File: src/rtl/disp_scan_hms.sv
// rtl/disp_scan_hms.sv - 6-digit multiplexed 7-segment HH:MM:SS display scanner
// Frame-latched BCD snapshot, blank-first digit slots, set-mode digit blink and colon blink.
module disp_scan_hms #(
  parameter int SCAN_DIV = 1000,
  parameter bit LZ_BLANK = 1'b1
) (
  input  logic       disp_clock,
  input  logic       reset,
  input  logic       enable_1hz,
  input  logic [1:0] set_mode,
  input  logic [2:0] h_msd,
  input  logic [3:0] h_lsd,
  input  logic [2:0] m_msd,
  input  logic [3:0] m_lsd,
  input  logic [2:0] s_msd,
  input  logic [3:0] s_lsd,
  output logic [5:0] an_n,
  output logic [6:0] seg_n,
  output logic       dp_n
);

  localparam int DW = (SCAN_DIV > 2) ? $clog2(SCAN_DIV) : 1;

  logic [DW-1:0] r_div_cnt;
  logic [2:0]    r_dig_idx;
  logic [2:0]    r_snap_h_msd;
  logic [3:0]    r_snap_h_lsd;
  logic [2:0]    r_snap_m_msd;
  logic [3:0]    r_snap_m_lsd;
  logic [2:0]    r_snap_s_msd;
  logic [3:0]    r_snap_s_lsd;
  logic          r_blink_phase;
  logic [5:0]    r_an_n;
  logic [6:0]    r_seg_n;
  logic          r_dp_n;

  logic          w_tick;
  logic          w_frame_end;
  logic          w_blank;
  logic [3:0]    w_digit;
  logic [6:0]    w_seg_dec;
  logic          w_blink_sup;
  logic          w_lz_sup;
  logic [5:0]    w_lit_an;
  logic [5:0]    w_an_next;
  logic [6:0]    w_seg_next;
  logic          w_dp_next;

  assign w_tick      = (r_div_cnt == DW'(SCAN_DIV - 1));
  assign w_frame_end = w_tick && (r_dig_idx == 3'd5);
  assign w_blank     = (r_div_cnt == '0);

  always_comb begin
    w_digit = 4'd0;
    case (r_dig_idx)
      3'd0:    w_digit = r_snap_s_lsd;
      3'd1:    w_digit = {1'b0, r_snap_s_msd};
      3'd2:    w_digit = r_snap_m_lsd;
      3'd3:    w_digit = {1'b0, r_snap_m_msd};
      3'd4:    w_digit = r_snap_h_lsd;
      3'd5:    w_digit = {1'b0, r_snap_h_msd};
      default: w_digit = 4'd0;
    endcase
  end

  // Segment patterns are {g,f,e,d,c,b,a}, active low; non-BCD values show a dash.
  always_comb begin
    w_seg_dec = 7'b0111111;
    case (w_digit)
      4'd0:    w_seg_dec = 7'b1000000;
      4'd1:    w_seg_dec = 7'b1111001;
      4'd2:    w_seg_dec = 7'b0100100;
      4'd3:    w_seg_dec = 7'b0110000;
      4'd4:    w_seg_dec = 7'b0011001;
      4'd5:    w_seg_dec = 7'b0010010;
      4'd6:    w_seg_dec = 7'b0000010;
      4'd7:    w_seg_dec = 7'b1111000;
      4'd8:    w_seg_dec = 7'b0000000;
      4'd9:    w_seg_dec = 7'b0010000;
      default: w_seg_dec = 7'b0111111;
    endcase
  end

  always_comb begin
    w_blink_sup = 1'b0;
    case (set_mode)
      2'd1:    w_blink_sup = (r_dig_idx == 3'd4) || (r_dig_idx == 3'd5);
      2'd2:    w_blink_sup = (r_dig_idx == 3'd2) || (r_dig_idx == 3'd3);
      2'd3:    w_blink_sup = (r_dig_idx == 3'd0) || (r_dig_idx == 3'd1);
      default: w_blink_sup = 1'b0;
    endcase
    w_blink_sup = w_blink_sup && r_blink_phase;
  end

  assign w_lz_sup = LZ_BLANK && (r_dig_idx == 3'd5) && (r_snap_h_msd == 3'd0);
  assign w_lit_an = ~(6'b000001 << r_dig_idx);

  // Suppression only gates the anode; segments keep decoding so the bus stays predictable.
  assign w_an_next  = (w_blank || w_blink_sup || w_lz_sup) ? 6'h3F : w_lit_an;
  assign w_seg_next = w_blank ? 7'h7F : w_seg_dec;
  assign w_dp_next  = w_blank ? 1'b1 :
                      ~(((r_dig_idx == 3'd2) || (r_dig_idx == 3'd4)) && !r_blink_phase);

  always_ff @(posedge disp_clock or posedge reset) begin
    if (reset) begin
      r_div_cnt     <= '0;
      r_dig_idx     <= 3'd0;
      r_snap_h_msd  <= 3'd0;
      r_snap_h_lsd  <= 4'd0;
      r_snap_m_msd  <= 3'd0;
      r_snap_m_lsd  <= 4'd0;
      r_snap_s_msd  <= 3'd0;
      r_snap_s_lsd  <= 4'd0;
      r_blink_phase <= 1'b0;
      r_an_n        <= 6'h3F;
      r_seg_n       <= 7'h7F;
      r_dp_n        <= 1'b1;
    end else begin
      r_div_cnt <= w_tick ? '0 : r_div_cnt + DW'(1);
      if (w_tick) begin
        r_dig_idx <= (r_dig_idx == 3'd5) ? 3'd0 : r_dig_idx + 3'd1;
      end
      if (w_frame_end) begin
        r_snap_h_msd <= h_msd;
        r_snap_h_lsd <= h_lsd;
        r_snap_m_msd <= m_msd;
        r_snap_m_lsd <= m_lsd;
        r_snap_s_msd <= s_msd;
        r_snap_s_lsd <= s_lsd;
      end
      if (enable_1hz) begin
        r_blink_phase <= ~r_blink_phase;
      end
      r_an_n  <= w_an_next;
      r_seg_n <= w_seg_next;
      r_dp_n  <= w_dp_next;
    end
  end

  assign an_n  = r_an_n;
  assign seg_n = r_seg_n;
  assign dp_n  = r_dp_n;

endmodule

File: config.mk
export PLATFORM = sky130hd
export DESIGN_NAME = disp_scan_hms
export DESIGN_NICKNAME = d
export VERILOG_FILES = /design/src/rtl/disp_scan_hms.sv
export SDC_FILE = /design/constraint.sdc
export NUM_CORES = 1
export LEC_CHECK = 0
export CORE_ASPECT_RATIO = 1.25
export CORE_MARGIN = 2
export CORE_UTILIZATION = 48
export CTS_CLUSTER_SIZE = 30
export DETAILED_ROUTE_END_ITERATION = 10
export PLACE_DENSITY = 0.76
export RECOVER_POWER = 25
export SLEW_MARGIN = 20
export SYNTH_ARGS = -nofsm -noshare
export SYNTH_HDL_FRONTEND = slang
export SYNTH_SLANG_ARGS = --single-unit
File: constraint.sdc
create_clock -name disp_clock -period 2 [get_ports disp_clock]
set_input_delay 0.3 -clock disp_clock [delete_from_list [all_inputs] [get_ports disp_clock]]
set_output_delay 0.3 -clock disp_clock [all_outputs]
set_load 0.005 [all_outputs]
==> results_dict.tcl, run 1 <==
set metrics [dict create \
    outcome "completed" \
    cp_common_cell "ha_1" \
    routed_via_density 5.29 \
    grt_pass1_wl_mm 7.40 \
    clock_latency_ns 0.30 \
    synth_cell_types 45 \
    finalClockSkew_ns 0.00967 \
    die_height_um 82.9 \
    crit_arrival_ns 2.13 \
    power.density_nw_per_um2 650 \
    multi_input_area_um2 1050 \
    comb_power_share_pct 10.2 \
    crit_chain "and2_1 -> ha_1 -> a221o_1 -> inv_1 -> ha_1 -> nor3_2 -> o31ai_1" \
    p_leak_uw 0.00128 \
    avgSynthCellArea_um2 12.1 \
    final_util_pct 63.5 \
    rsz0062_at_grt "yes" \
    die_w_um 67.1 \
    yosys_most_used_dff "dfrtp_1" \
    final_cell_mix "clkdlybuf4s50_1 (38), dfrtp_1 (35), mux2_2 (22)" \
    syn_nets 232 \
    first_pass_iters 4 \
    clock-sinks 49 \
    drc_errors 0 \
    row_count 28 \
    drive_gt1_share_pct 27.9 \
    synth.area.top_cells "dfrtp_1 (37%), dfstp_2 (15%), mux2_2 (10%)" \
    wl_per_cell_um 13.6 \
    ys_seq_area_share_pct 52.0 \
    internal_power_uw 1540 \
    post-cts-setup-buffers 0 \
    p_switching_uw 425 \
    cts.clk_slew.worst_paths_ns 0.09 \
    slowest_stage "a221o_1" \
    cts_resized 0 \
    cp-end-kind "flip-flop" \
    place_congestion 0.802 \
    max_stage_delay_ns 0.41 \
    totalPowerFinal_uw 1970 \
    relSlewSlack_pct 23.9 \
    clockBufferDepth 2 \
    fin_crit_sh_pct 95.3 \
    synth_area_um2 2390 \
    htreeDepth 2 \
    dieArea_um2 5560 \
    hold_viol 0 \
    holdWs_ns 0.493 \
    seq_area_um2 1240 \
    r2r_slack_ns 0.09 \
    vdd_drop_max_uv 441 \
    finalNetCount 284 \
    dpl.hpwl_mm 3.15 \
    cts_buffers 5 \
    placedCellCount 303 \
    fill_cells 403 \
    grt_max_degree 50 \
    antenna_found_initial 0 \
    grt_use_total_pct 17.1 \
    routed_wl_mm 4.23 \
    diodes 0 \
    worst_hold_path_type "flip-flop to flip-flop" \
    cts_tree "yes" \
    instances_no_fill 311 \
    ctsHoldBuffers 0 \
    netSwitchingFraction_pct 21.6 \
    slew_violations 0 \
    clockRootBuffer "clkbuf_8" \
    tns_ns 0 \
    num_vias 1645 \
    final_common_cell "clkdlybuf4s50_1" \
    syn_to_final_growth_pct 26.6 \
    grt.overflow.total 0 \
    ys_warn_count 0 \
    clkPwrFrac_pct 34.8 \
    clock.fmax_ghz 0.525 \
    worst_slew_pin_slew_ns 1.14 \
    synth_enable_flop_cells 0 \
    io_buffers 39 \
    synth_top_area_cell "dfrtp_1" \
    seqPwrFrac_pct 55.0 \
    critical_path.max_fanout 4 \
    start_util_pct 50.2 \
    critical_path_required_ns 2.22 \
    period_minus_slack_ns 1.91 \
    io_pins 40 \
    drv_cap 0 \
    setup_viol 0 \
    syn_inst 198 \
    crit_type "flip-flop to flip-flop" \
    grt_pass1_vias 1655 \
    synth-seq-cells 49 \
    drtAntennaViolNets 0 \
    start_kind "flip-flop" \
    core_area_um2 4760 \
    dr.first_iter.drc_count 119 \
    netlist.area_leader.share_pct 36.6 \
    synthArstFlopShare_pct 100 \
]
==> area by class of cell <==
cell class                      instances  share of cell area, %
Tap cell                               60                   2.48
Multi-Input combinational cell        132                   34.8
Inverter                                8                  0.993
Sequential cell                        49                   41.1
Clock buffer                            6                   2.40
Timing Repair Buffer                   54                   17.1
Clock inverter                          2                   1.16
==> cells in the mapped netlist, types with 2 or more instances <==
master and instances:
a21o_1 2, a21oi_1 2, and2_1 2, and3_1 2, buf_2 2, buf_6 6
dfrtp_1 35, dfstp_2 14, ha_1 8, inv_1 6, mux2_2 22, mux2i_1 8
nand2_1 14, nand2b_1 2, nand3_1 7, nand4_1 2, nor2_1 12, nor2_2 2
nor2b_1 2, nor3_1 4, nor3b_1 3, o21ai_0 6, o22ai_1 3, o31ai_1 4
xnor2_1 3, xor2_1 6
==> state kept, by name, summed over array words and instances (netlist names) <==
name           cells
r_snap_s_lsd       4
r_dig_idx          3
dp_n               1
r_blink_phase      1
r_snap_h_lsd       4
r_snap_s_msd       3
r_div_cnt         10
r_snap_h_msd       3
an_n               6
r_snap_m_lsd       4
seg_n              7
r_snap_m_msd       3
==> cells by family after synthesis <==
group,Yosys count,synth area share [%]
and+or+nand+nor,58,12.7
DFF,49,52.0
muxes,30,13.7
AOI/OAI and AO/OA,27,8.74
buffers and inverters,17,5.34
xor gates and xnor gates,9,3.30
adders and majority gates,8,4.19
==> final timing paths <==
| kind | startpoint | to | cells after the start |
|---|---|---|---|
| max in group asynchronous | reset | r_snap_m_msd[1]$_DFFE_PP0P_ | 3 |
| max reg2reg | r_dig_idx[0]$_DFFE_PP0N_ | seg_n[3]$_DFF_PP1_ | 7 |
| min | r_div_cnt[4]$_DFF_PP0_ | r_div_cnt[4]$_DFF_PP0_ | 1 |
| min reg2reg | r_div_cnt[4]$_DFF_PP0_ | r_div_cnt[4]$_DFF_PP0_ | 1 |
| min in group asynchronous | reset | r_div_cnt[1]$_DFF_PP0_ | 3 |
| max | r_dig_idx[0]$_DFFE_PP0N_ | seg_n[3]$_DFF_PP1_ | 7 |
==> critical path, delay by kind of cell, from the launching register on <==
family | cells | cell delay [ns]
compound gates | 2 | 0.50
buf+inv | 1 | 0.13
simple gates | 2 | 0.33
flops | 1 | 0.40
fa+ha+maj | 2 | 0.47
==> layer usage <==
metal,vias to the layer above,track usage [%],part of all wire (%)
met5,-,0,0
li1,795,-,-
met2,37,28.0,52
met4,0,5.19,0.73
met1,808,22.1,43
met3,5,4.34,4.0
==> power by group through the flow <==
stage,clock network [uW],logic (uW),registers [uW]
finish,685,200,1080
global route,756,224,1090
CTS,706,204,1080
detailed placement,0,202,1100
global placement,0,199,1100
floorplan,0,95.4,1090
==> through the flow <==
| step | instance area, um2 | setup slack [ns] |
|---|---|---|
| final | 3030 | 0.0943 |
| after global routing | 3030 | -0.0257 |
| after CTS | 3000 | 0.0613 |
| after detailed placement | 2900 | 0.101 |
| after global placement | 2900 | 0.156 |
| after floorplan | 2390 | 0.0548 |
No activity file was read; power rests on OpenSTA's default activity.
==> run 2: changes to the inputs <==
--- a/config.mk
+++ b/config.mk
@@ -5,12 +5,14 @@
 export SDC_FILE = /design/constraint.sdc
 export NUM_CORES = 1
 export LEC_CHECK = 0
+export CELL_PAD_IN_SITES_DETAIL_PLACEMENT = 1
+export CELL_PAD_IN_SITES_GLOBAL_PLACEMENT = 1
 export CORE_ASPECT_RATIO = 1.25
 export CORE_MARGIN = 2
-export CORE_UTILIZATION = 48
+export CORE_UTILIZATION = 38
 export CTS_CLUSTER_SIZE = 30
 export DETAILED_ROUTE_END_ITERATION = 10
-export PLACE_DENSITY = 0.76
+export PLACE_DENSITY_LB_ADDON = 0.1
 export RECOVER_POWER = 25
 export SLEW_MARGIN = 20
 export SYNTH_ARGS = -nofsm -noshare
==> run 2 against run 1 <==
Net effect: sequential share of layout area down 2.1 points; global-route usage shrank 0.64 points; sequential power hardly changed; register-to-register slack worse by 0.09 ns; combinational power is 15% higher; count of clock-buffer cells in the layout grew 1; utilization decreased by 11 points; clock power down 8.0%.
==> results_dict.tcl, run 2 (synthesized netlist as in run 1, its figures left out) <==
set metrics [dict create \
    critical_path.max_fanout 4 \
    totalPowerFinal_uw 1940 \
    first_pass_iters 4 \
    final_cell_mix "clkdlybuf4s50_1 (38), dfrtp_1 (34), mux2_2 (22)" \
    drtAntennaViolNets 0 \
    setup_viol 0 \
    diodes 0 \
    r2r_start "r_dig_idx[1]$_DFFE_PP0N_" \
    grt_pass1_wl_mm 8.58 \
    die_w_um 74.9 \
    dr.first_iter.drc_count 65 \
    io_pins 40 \
    grt_max_degree 46 \
    critical_path.top_delay_family "compound AO/OA/AOI/OAI gates" \
    hold_viol 0 \
    vdd_drop_max_uv 312 \
    htreeDepth 2 \
    worstReg2RegEnd "seg_n[5]$_DFF_PP1_" \
    fin_crit_sh_pct 99.5 \
    max_stage_delay_ns 0.45 \
    antenna_found_initial 0 \
    largest_reg_flops 10 \
    stdcell_area_um2 3190 \
    crit_arrival_ns 2.20 \
    routed_wl_mm 5.43 \
    start_util_pct 39.0 \
    cts_buffers 5 \
    io_buffers 39 \
    r2r_slack_ns 0.009 \
    relSlewSlack_pct 25.3 \
    routed_via_density 5.03 \
    cp-end-kind "flip-flop" \
    clock-sinks 49 \
    syn_to_final_growth_pct 33.5 \
    seq_area_um2 1240 \
    p_leak_uw 0.00134 \
    slew_violations 0 \
    start_kind "flip-flop" \
    finalNetCount 291 \
    crit_chain "and2_1 -> ha_2 -> a221o_2 -> buf_4 -> ha_1 -> mux2i_1 -> a22oi_1" \
    r2r_cells 7 \
    worst_slew_pin_slew_ns 1.12 \
    placed_area_um2 2950 \
    drive_gt1_share_pct 35.3 \
    crit_buf_inv 1 \
    num_vias 1724 \
    dieArea_um2 6940 \
    grt.overflow.total 0 \
    clock.fmax_ghz 0.502 \
    grt_pass1_vias 1776 \
    regMostFlops "r_div_cnt" \
    period_minus_slack_ns 1.99 \
    die_height_um 92.7 \
    clockRootBuffer "clkbuf_8" \
    worst_hold_path_type "input pin to async pin" \
    grt_use_total_pct 16.5 \
    cts.clk_slew.worst_paths_ns 0.09 \
    cts_tree "yes" \
    dpl.hpwl_mm 4.08 \
    rsz0062_at_grt "yes" \
    final_util_pct 52.1 \
    drv_cap 0 \
    drc_errors 0 \
    power.density_nw_per_um2 608 \
    fill_cells 632 \
    place_congestion 0.827 \
    final_common_cell "clkdlybuf4s50_1" \
    crit_type "flip-flop to flip-flop" \
    wl_per_cell_um 15.8 \
    core_area_um2 6130 \
    clock_latency_ns 0.30 \
    critical_path_required_ns 2.21 \
    clockBufferDepth 2 \
    slowest_stage "a221o_2" \
    row_count 32 \
    finalClockSkew_ns 0.0117 \
    outcome "completed" \
    multi_input_area_um2 1120 \
]
[run 2: metrics by stage]
step / hold slack, ns / setup WS (ns) / instances / setup TNS, ns
2_1_floorplan: 0.387 / 0.0548 / 198 / 0
3_3_place_gp: 0.479 / 0.123 / 330 / 0
3_5_place_dp: 0.493 / 0.0333 / 330 / 0
4_1_cts: 0.175 / 0.00130 / 338 / 0
5_1_grt: 0.328 / -0.110 / 343 / -0.244
6_report: 0.322 / 0.00910 / 343 / 0
[run 2: layer usage]
metal	track usage [%]	wire [um]	share of wire (%)
met1	18.7	2110	39
met2	29.7	2990	55
met3	3.59	195	3.6
met4	5.65	137	2.5
met5	0	0	0
[run 2: area by class of cell]
type / instances / area share (%)
inverter: 8 / 1.02
clock inverter: 1 / 0.157
sequential: 49 / 39.0
tap: 85 / 3.33
multi-input combinational: 132 / 35.0
timing repair buffer: 61 / 18.5
clock buffer: 7 / 3.02
[run 2: where the power goes]
| part | switching, uW | internal (uW) | leakage (uW) |
|---|---|---|---|
| registers | 31.7 | 1050 | 0.000569 |
| clock network | 317 | 313 | 0.0000542 |
| logic | 92.0 | 139 | 0.000715 |
[run 2: how the worst max path moves through the flow]
stage	from	endpoint	depth (start not counted)
final	r_dig_idx[1]$_DFFE_PP0N_	seg_n[5]$_DFF_PP1_	7
after global routing	r_dig_idx[2]$_DFFE_PP0N_	seg_n[5]$_DFF_PP1_	10
after CTS	r_dig_idx[1]$_DFFE_PP0N_	seg_n[3]$_DFF_PP1_	6
after detailed placement	r_dig_idx[2]$_DFFE_PP0N_	seg_n[4]$_DFF_PP1_	8
after global placement	r_dig_idx[2]$_DFFE_PP0N_	seg_n[0]$_DFF_PP1_	8
after floorplan	r_dig_idx[1]$_DFFE_PP0N_	seg_n[3]$_DFF_PP1_	8
[run 2: worst register-to-register path: stages, from the launching register on]
cell     delay, ns
dfrtp_1       0.42
and2_1        0.17
ha_2          0.18
a221o_2       0.45
buf_4         0.15
ha_1          0.21
mux2i_1       0.19
a22oi_1       0.12
[run 2: what timing repair did]
item	CTS	global route
hold buffers	0	0
pin swaps	1	8
buffers inserted	0	5
endpoints found under the setup margin	1	6
resized for setup	0	24
